==> src/rtl/compensation_accumulator_array.sv <==
// Multi-channel saturating tile accumulator with a valid/ready result register.
// The next tile keeps accumulating while a result waits; only its final beat is held off.
module compensation_accumulator_array #(
  parameter int CH    = 8,
  parameter int IN_W  = 14,
  parameter int ACC_W = 20,
  parameter int LEN_W = 8
) (
  input  logic                  clk,
  input  logic                  rst,
  input  logic                  Cal,
  output logic                  in_ready,
  input  logic [CH*IN_W-1:0]    Compensation_Sum_in,
  input  logic [LEN_W-1:0]      cfg_len,
  input  logic                  clr,
  output logic [CH*ACC_W-1:0]   Compensation_Sum_out,
  output logic [CH-1:0]         sat_flag,
  output logic                  out_valid,
  input  logic                  out_ready
);

  logic signed [ACC_W-1:0] acc_q [CH];
  logic signed [ACC_W-1:0] acc_d [CH];
  logic signed [ACC_W:0]   ext   [CH];
  logic signed [ACC_W:0]   sum   [CH];
  logic [CH-1:0]           clip;
  logic [CH-1:0]           sat_q, sat_d;
  logic [CH-1:0]           flag_q, flag_d;
  logic [LEN_W-1:0]        cnt_q, cnt_d;
  logic [LEN_W-1:0]        len_q, len_d;
  logic [CH*ACC_W-1:0]     res_q, res_d;
  logic                    vld_q, vld_d;
  logic                    first, last_pending, accept;

  always_comb begin
    first        = (cnt_q == '0);
    // A first beat with cfg_len==0 is also the final beat, so it must see the live cfg_len.
    last_pending = first ? (cfg_len == '0) : (cnt_q == len_q);
    in_ready     = !(vld_q && last_pending);
    accept       = Cal && in_ready && !clr;

    for (int i = 0; i < CH; i++) begin
      ext[i]  = {{(ACC_W+1-IN_W){Compensation_Sum_in[i*IN_W+IN_W-1]}},
                 Compensation_Sum_in[i*IN_W +: IN_W]};
      sum[i]  = {acc_q[i][ACC_W-1], acc_q[i]} + ext[i];
      clip[i] = (sum[i][ACC_W] != sum[i][ACC_W-1]);
    end

    for (int i = 0; i < CH; i++) acc_d[i] = acc_q[i];
    sat_d  = sat_q;
    flag_d = flag_q;
    cnt_d  = cnt_q;
    len_d  = len_q;
    res_d  = res_q;
    vld_d  = vld_q;

    if (vld_q && out_ready) vld_d = 1'b0;

    if (clr) begin
      cnt_d = '0;
      sat_d = '0;
      for (int i = 0; i < CH; i++) acc_d[i] = '0;
    end else if (accept) begin
      for (int i = 0; i < CH; i++) begin
        if (first)
          acc_d[i] = ext[i][ACC_W-1:0];
        else if (clip[i])
          acc_d[i] = sum[i][ACC_W] ? {1'b1, {(ACC_W-1){1'b0}}} : {1'b0, {(ACC_W-1){1'b1}}};
        else
          acc_d[i] = sum[i][ACC_W-1:0];
      end
      sat_d = first ? '0 : (sat_q | clip);
      if (first) len_d = cfg_len;
      if (last_pending) begin
        cnt_d  = '0;
        vld_d  = 1'b1;
        flag_d = sat_d;
        for (int i = 0; i < CH; i++) res_d[i*ACC_W +: ACC_W] = acc_d[i];
      end else begin
        cnt_d = cnt_q + LEN_W'(1);
      end
    end
  end

  always_ff @(posedge clk or negedge rst) begin
    if (!rst) begin
      for (int i = 0; i < CH; i++) acc_q[i] <= '0;
      sat_q  <= '0;
      flag_q <= '0;
      cnt_q  <= '0;
      len_q  <= '0;
      res_q  <= '0;
      vld_q  <= 1'b0;
    end else begin
      for (int i = 0; i < CH; i++) acc_q[i] <= acc_d[i];
      sat_q  <= sat_d;
      flag_q <= flag_d;
      cnt_q  <= cnt_d;
      len_q  <= len_d;
      res_q  <= res_d;
      vld_q  <= vld_d;
    end
  end

  assign Compensation_Sum_out = res_q;
  assign sat_flag             = flag_q;
  assign out_valid            = vld_q;

endmodule

==> config.mk <==
export PLATFORM = sky130hd
export DESIGN_NAME = compensation_accumulator_array
export DESIGN_NICKNAME = d
export VERILOG_FILES = /design/src/rtl/compensation_accumulator_array.sv
export SDC_FILE = /design/constraint.sdc
export NUM_CORES = 1
export LEC_CHECK = 0
export BUFFER_PORTS_ARGS = -buffer_cell sky130_fd_sc_hd__buf_2
export CAP_MARGIN = 20
export CORE_UTILIZATION = 50
export DETAILED_ROUTE_END_ITERATION = 8
export GPL_TIMING_DRIVEN = 0
export PLACE_DENSITY = 0.69
export SLEW_MARGIN = 15
export SYNTH_ARGS = -nofsm -noshare
export SYNTH_HDL_FRONTEND = slang
export SYNTH_SLANG_ARGS = --single-unit
==> constraint.sdc <==
create_clock -name clk -period 6.5 [get_ports clk]
set_input_delay 0.325 -clock clk [delete_from_list [all_inputs] [get_ports clk]]
set_output_delay 0.325 -clock clk [all_outputs]
set_load 0.005 [all_outputs]
==> results.toml, run 1 <==
[finish]
instances_no_fill = 3490
drive_above_1_share = 0.160
nets = 3171
design_area_um2 = 26500
syn2layout_area_growth_pct = 16.6
fillers = 4089

[synth]
synth_edf_count = 0
synth_flop_cell = "dfrtp_1"
yosysSeqAreaShare = 0.389
synth_fp_nets = 2822
synth-adder-area-share = 0.105
synth-seq-cells = 353
synth_compound_area_frac = 0.281
syn_avg_cell_area_um2 = 9.03
synth.cell_area_um2 = 22700
synth_xor_area_frac = 0.0544
syn_inst = 2513
yosys-mux-area-fraction = 0.00882
synth_top_family_by_area = "compound AO/OA/AOI/OAI gates"
async_flop_share = 1.00
post_synth_num_cell_types = 89
synthSimpleGateAreaFrac = 0.128
ys.warnings.count = 0

[placement]
gp_congestion = 0.941
placed_area_um2 = 25000
port_buffers = 294
place_ws_ns = 1.66
dp_hpwl_um = 60000
dp.cells = 3403

[grt]
grt_pass1_wl_um = 124000
gr-usage-all-layers = 0.347
antenna_found_initial = 5
grt_overflow = 0
grt_max_degree = 104
grt_pass1_vias = 21197

[setup_path]
start_kind = "register"
reg2reg_depth = 17
crit_chain = "ha_1 > a2111oi_2 > o21ai_1 > a41o_1 > a21oi_1 > o21ai_1 > a21o_1 > a21oi_1 > o21bai_1 > xor2_1 > ha_1 > clkbuf_1 > inv_1 > a211oi_1 > a211oi_1 > a21oi_1 > o21ai_0"
r2r_slack_ns = 1.60
r2r_end = "acc_q[107]$_DFFE_PN0P_"
critPathMostFrequentCell = "a21oi_1"
crit_buf_inv = 2
critical_path_arrival_ns = 5.34
path_max_fanout = 9
required_ns = 6.94
r2r-start = "acc_q[104]$_DFFE_PN0P_"
path_class = "register to register"
cp_top_family = "compound AO/OA/AOI/OAI gates"
end_kind = "register"
worst_path_max_delay_cell = "a211oi_1"
max_stage_delay_ns = 0.57

[power_and_ir_drop]
p_leak_nw = 12.7
vdd_drop_max_v = 0.000218
p_per_area_nw_per_um2 = 309
power.total_w = 0.00818

[floorplanning]
die_y_um = 215
rows = 77
ioPinCount = 295
start_util = 0.510
die_w_um = 215
die_area_um2 = 46300
core_um2 = 44500

[run]
drv_cap = 0

[route]
ant_nets = 0
vias_per_cell = 6.25
routed_wl_um = 81300
wl_per_cell_um = 23.3
vias = 21809
drtIter0Drc = 1720
drtPass1Iterations = 6
drc_errors = 0

[clocking]
cts-buffers-inserted = 40
cts.clk_slew.worst_paths_ns = 0.06
cts-htree-levels = 2
clkSinkCount = 353
cts_resized = 0
cts-root-buf = "clkbuf_16"
clock_path_buffers = 3
clk_latency_ns = 0.59
cts_tree = "done"

[timing]
fin_crit_sh = 0.754
finalHoldViolations = 0
min_period_ns = 4.90
setup_tns_ns = 0
rsz0062_at_grt = "false"
slew_violations = 0
setup_ws_ns = 1.60
skew_ns = 0.0296
worst_pin_slew_ns = 1.17
setup_viol = 0
fmax_ghz = 0.204
maxSlewHeadroom = 0.221

[worst_hold_path]
hold_path_startpoint = "cfg_len[4]"
min_to = "len_q[4]$_DFFE_PN0P_"
holdPathStages = 2
min_path_type = "primary input to register"

[status]
run_status = "finished clean"
## through the flow
step	util	hold slack [ns]
global route	0.595	0.0261
detailed placement	0.562	0.354
finish	0.595	0.0214
global placement	0.560	0.457
CTS	0.594	0.00215
floorplan	-	0.0294
## cells in the final DEF (no fill, tap or decap), drive strengths merged, types with 17 or more instances in the layout
| master | count |
|---|---|
| clkbuf | 138 |
| o31ai | 61 |
| nor3 | 30 |
| xor2 | 46 |
| a211oi | 21 |
| inv | 68 |
| o21ai | 348 |
| dfrtp | 353 |
| o22ai | 17 |
| ha | 176 |
| nor2b | 27 |
| a22o | 81 |
| a21o | 56 |
| o211ai | 46 |
| a31oi | 41 |
| nand2 | 328 |
| nand3 | 23 |
| o21a | 36 |
| a21oi | 163 |
| nand2b | 27 |
| nor2 | 149 |
| xnor2 | 95 |
| buf | 347 |
## synth_stat cells, types with 22 or more instances
cell type	n	area, um^2
nand2_1	327	1230
o31ai_1	57	428
nor3_1	28	140
xor2_1	46	403
o21ai_0	313	1570
o21ai_1	33	165
o21a_1	36	270
buf_2	32	160
a21o_1	56	420
nor2_1	149	559
dfrtp_1	353	8830
nand3_1	22	110
nand2b_1	27	169
inv_1	63	236
xnor2_1	95	832
clkbuf_1	77	289
a21oi_1	160	801
ha_1	176	2200
a22o_1	81	709
o211ai_1	46	345
nor2b_1	27	169
a31oi_1	39	244
## state kept, by name (all words and copies together) (netlist names)
name                  flops
Compensation_Sum_out    160
acc_q                   160
cnt_q                     8
len_q                     8
sat_flag                  8
sat_q                     8
out_valid                 1
## repair_timing
action / 4_1_cts / 5_1_grt
hold buffers: 9 / 0
setup buffers: 0 / 0
endpoints found under the hold margin: 83 / 0
## cells by family (layout without fill, tap and decap cells)
logic type	count (synthesis)	count (layout)
AO/OA/AOI/OAI	973	973
XOR/XNOR	141	141
adder cells (fa/ha/maj)	185	185
buffers and inverters	192	572
flip-flops	353	353
multiplexers	18	18
other	0	5
AND/OR/NAND/NOR	651	651
## power breakdown
part / internal [W] / total [W] / leakage (nW) / switching [W]
Sequential: 0.00252 / 0.00273 / 4.69 / 0.000216
Clock: 0.00139 / 0.00236 / 0.672 / 0.000978
Combinational: 0.00115 / 0.00308 / 7.33 / 0.00193
Total: 0.00505 / 0.00818 / 12.7 / 0.00313
## layer usage
layer / routed length, um / vias up / GRT usage
li1: - / 9889 / -
met1: 34300 / 10803 / 0.467
met2: 36400 / 914 / 0.536
met3: 6870 / 201 / 0.0722
met4: 3650 / 2 / 0.162
met5: 70 / - / 0.0104
## worst register-to-register path: cells and delay by family, from the launching register on
family	cells	cell delay [ns]
buffers and inverters	2	0.69
adders and majority gates	2	0.65
DFF	1	0.39
AOI/OAI and AO/OA	12	2.85
xor gates and xnor gates	1	0.17
## worst max path at each step
| stage | start | end | cells after the start |
|---|---|---|---|
| 6_report | acc_q[104]$_DFFE_PN0P_ | acc_q[107]$_DFFE_PN0P_ | 17 |
| 2_1_floorplan | acc_q[121]$_DFFE_PN0P_ | Compensation_Sum_out[32]$_DFFE_PN0P_ | 17 |
| 5_1_grt | acc_q[104]$_DFFE_PN0P_ | Compensation_Sum_out[47]$_DFFE_PN0P_ | 17 |
| 3_5_place_dp | Compensation_Sum_in[32] | Compensation_Sum_out[47]$_DFFE_PN0P_ | 18 |
| 3_3_place_gp | rst | acc_q[97]$_DFFE_PN0P_ | 1 |
| 4_1_cts | acc_q[104]$_DFFE_PN0P_ | Compensation_Sum_out[47]$_DFFE_PN0P_ | 17 |
## area by class of cell
cell class	instances	area [um^2]	share of cell area
well taps	592	741	0.0280
clock inverters	12	120	0.00454
repair buffers	307	1660	0.0627
diodes	5	12.5	0.000473
flip-flops and latches	353	8830	0.334
multi-input cells	1968	13100	0.494
plain buffers	126	539	0.0204
inverters	66	248	0.00936
clock buffers	61	1230	0.0465
Power figures use the tool's default switching activity.
==> run 2, diff against run 1 <==
--- a/config.mk
+++ b/config.mk
@@ -5,12 +5,13 @@
 export SDC_FILE = /design/constraint.sdc
 export NUM_CORES = 1
 export LEC_CHECK = 0
+export ABC_AREA = 1
 export BUFFER_PORTS_ARGS = -buffer_cell sky130_fd_sc_hd__buf_2
 export CAP_MARGIN = 20
 export CORE_UTILIZATION = 50
 export DETAILED_ROUTE_END_ITERATION = 8
 export GPL_TIMING_DRIVEN = 0
-export PLACE_DENSITY = 0.69
+export PLACE_DENSITY = 0.71
 export SLEW_MARGIN = 15
 export SYNTH_ARGS = -nofsm -noshare
 export SYNTH_HDL_FRONTEND = slang
==> constraint.sdc (replaced) <==
create_clock -name clk -period 4.29 [get_ports clk]
set_input_delay 0.2145 -clock clk [delete_from_list [all_inputs] [get_ports clk]]
set_output_delay 0.2145 -clock clk [all_outputs]
set_load 0.005 [all_outputs]
==> run 2 against run 1 <==
  * Clock skew is 0.015 ns lower
  * Largest cell class unchanged
  * Critical path type unchanged
  * First-iteration DRC count is 12% higher
  * Critical endpoint is now Compensation_Sum_out[158]$_DFFE_PN0P_
  * Worst hold slack worse by 0.0064 ns
  * Core utilization is 0.86 points higher
  * Clock-buffer cell count is 4 lower
  * Power is 70% higher
==> results.toml, run 2 <==
[power_and_ir_drop]
power.total_w = 0.0139
vdd_drop_max_v = 0.000339
p_leak_nw = 17.2
p_per_area_nw_per_um2 = 458

[synth]
synthTopCellsByCount = "1575 x nand2_1, 469 x nand3_1, 353 x dfrtp_1"
ys.warnings.count = 0
synth_top_family_by_area = "simple AND/OR/NAND/NOR gates"
synth_area_leader_cell = "dfrtp_1"
synth_compound_area_frac = 0.0811
yosys-mux-area-fraction = 0
synth_xor_area_frac = 0.0127
yosysSeqAreaShare = 0.346
syn_inst = 3778
async_flop_share = 1.00
synth_area_leaders = "dfrtp_1 35%, nand2_1 23%, nand3_1 9.2%"
synth_most_common_cell = "nand2_1"
synth_flop_cell = "dfrtp_1"
syn_avg_cell_area_um2 = 6.76
synth-adder-area-share = 0.0926
synth_edf_count = 0
synthSimpleGateAreaFrac = 0.413
synth.cell_area_um2 = 25500
post_synth_num_cell_types = 38
synth.top_cell.area_share = 0.346
synth-seq-cells = 353
synth_fp_nets = 4087

[timing]
min_period_ns = 3.95
worst_pin_slew_ns = 1.04
slew_violations = 0
setup_tns_ns = 0
rsz0062_at_grt = "false"
setup_viol = 0
maxSlewHeadroom = 0.303
finalHoldViolations = 0
fmax_ghz = 0.253
skew_ns = 0.0142
fin_crit_sh = 0.920

[placement]
port_buffers = 294
gp_congestion = 1.02
dp_hpwl_um = 62700

[setup_path]
required_ns = 4.76
path_max_fanout = 10
end_kind = "register"
critical_path_arrival_ns = 4.41
start_kind = "register"
path_class = "register to register"

[run]
drv_cap = 0

[finish]
drive_above_1_share = 0.136
syn2layout_area_growth_pct = 18.8
layout_common_cells = "1575 x nand2_1, 469 x nand3_1, 353 x dfrtp_1, 345 x buf_2, 206 x inv_1"
nets = 4514
layout_commonest_cell = "nand2_1"
multi_input_area_um2 = 15300
seq_area_um2 = 8830
fillers = 4920
final_util = 0.603

[worst_hold_path]
min_path_type = "primary input to register"

[route]
routed_wl_um = 83700
drc_errors = 0
wl_per_cell_um = 17.0
drtIter0Drc = 1928
drtPass1Iterations = 5
vias_per_cell = 5.40
ant_nets = 0
vias = 26519

[clocking]
cts_tree = "done"
cts-root-buf = "clkbuf_16"
cts_resized = 0
clkSinkCount = 353
clock_path_buffers = 3
cts-buffers-inserted = 42
cts.clk_slew.worst_paths_ns = 0.06
cts-htree-levels = 2
clk_latency_ns = 0.58

[floorplanning]
start_util = 0.508
die_y_um = 228
ioPinCount = 295
rows = 82
core_um2 = 50300
die_area_um2 = 51900
die_w_um = 228

[grt]
grt_pass1_vias = 25531
gr-usage-all-layers = 0.322
grt_overflow = 0
grt_pass1_wl_um = 135000
grt_max_degree = 104
antenna_found_initial = 5

[status]
run_status = "finished clean"
run 2: changes by cell type in the layout (fill, tap and decap cells not counted), sizes merged, moves of 46 or more:
cell / previous run / this run
o211ai: 46 / 0
a22o: 81 / 0
a21o: 56 / 8
dlygate4sd3: 9 / 86
nand2: 328 / 1579
or2: 8 / 115
o21ai: 348 / 148
xnor2: 95 / 14
inv: 68 / 215
o31ai: 61 / 0
nand3: 23 / 476
nor2: 149 / 198
run 2: per-layer routing:
metal | track usage | vias to the layer above | share of wire
li1 | - | 13220 | -
met1 | 0.442 | 12285 | 0.45
met2 | 0.512 | 832 | 0.44
met3 | 0.0458 | 180 | 0.065
met4 | 0.128 | 2 | 0.039
met5 | 0 | - | 0.000096
run 2: logic make-up after synthesis:
kind of cell | after synthesis
AO/OA/AOI/OAI | 391
XOR/XNOR | 37
adder cells (fa/ha/maj) | 184
buffers and inverters | 339
flip-flops | 353
AND/OR/NAND/NOR | 2474
run 2: power breakdown:
part           total (W)  switching (W)  leakage [nW]  internal [W]
Sequential       0.00440       0.000406          4.75       0.00399
Combinational    0.00551        0.00351          11.7       0.00200
Clock            0.00398        0.00155         0.745       0.00242
Total             0.0139        0.00547          17.2       0.00842
run 2: repair_timing:
action,CTS,global route
endpoints found under the setup margin,0,1
hold buffers,86,0
buffers inserted,0,0
hold endpoints to repair,213,0
run 2: final timing paths:
| check | startpoint | endpoint | slack, ns | cells past startpoint |
|---|---|---|---|---|
| worst min-delay path | Compensation_Sum_in[103] | acc_q[5]$_DFFE_PN0P_ | 0.01 | 4 |
| max in group asynchronous | rst | acc_q[152]$_DFFE_PN0P_ | 2.70 | 4 |
| worst min register to register | Compensation_Sum_out[63]$_DFFE_PN0P_ | Compensation_Sum_out[63]$_DFFE_PN0P_ | 0.47 | 2 |
| worst max register to register | acc_q[7]$_DFFE_PN0P_ | Compensation_Sum_out[158]$_DFFE_PN0P_ | 0.34 | 21 |
| worst max-delay path | acc_q[7]$_DFFE_PN0P_ | Compensation_Sum_out[158]$_DFFE_PN0P_ | 0.34 | 21 |
| min in group asynchronous | rst | Compensation_Sum_out[68]$_DFFE_PN0P_ | 0.21 | 2 |
run 2: cell type report:
type                            instances  share of cell area
Buffer                                125              0.0197
Timing Repair Buffer                  384              0.0804
Clock inverter                         17             0.00854
Multi-Input combinational cell       3086               0.504
Clock buffer                           57              0.0416
Antenna cell                            4            0.000330
Inverter                              213              0.0264
Tap cell                              672              0.0277
Sequential cell                       353               0.291
run 2: through the flow:
| step | hold slack, ns | cell area (um^2) | cells | setup WS (ns) |
|---|---|---|---|---|
| final | 0.0150 | 30300 | 4911 | 0.344 |
| after global routing | 0.0212 | 30300 | 4910 | 0.0480 |
| after CTS | 0.000825 | 30300 | 4908 | 0.414 |
| after detailed placement | 0.221 | 27900 | 4748 | 0.447 |
| after global placement | 0.397 | 27800 | 4744 | -3.94 |
| after floorplan | -0.0811 | 25500 | 3778 | 1.28 |
run 2: critical path: stages (launching register included):
cell and delay [ns]:
dfrtp_1 0.38, ha_1 0.38, nand2_1 0.12, nor2_1 0.20, nand3_1 0.10, nand2_1 0.13
nand2_1 0.11, nand2_1 0.10, a31oi_1 0.10, or2_2 0.28, nand2_1 0.08, inv_1 0.04
ha_1 0.25, clkbuf_1 0.46, inv_1 0.18, clkbuf_1 0.32, nand3_1 0.20, nand2_1 0.06
nand2_1 0.06, nand2_1 0.08, nand2_1 0.11, nand2_1 0.07
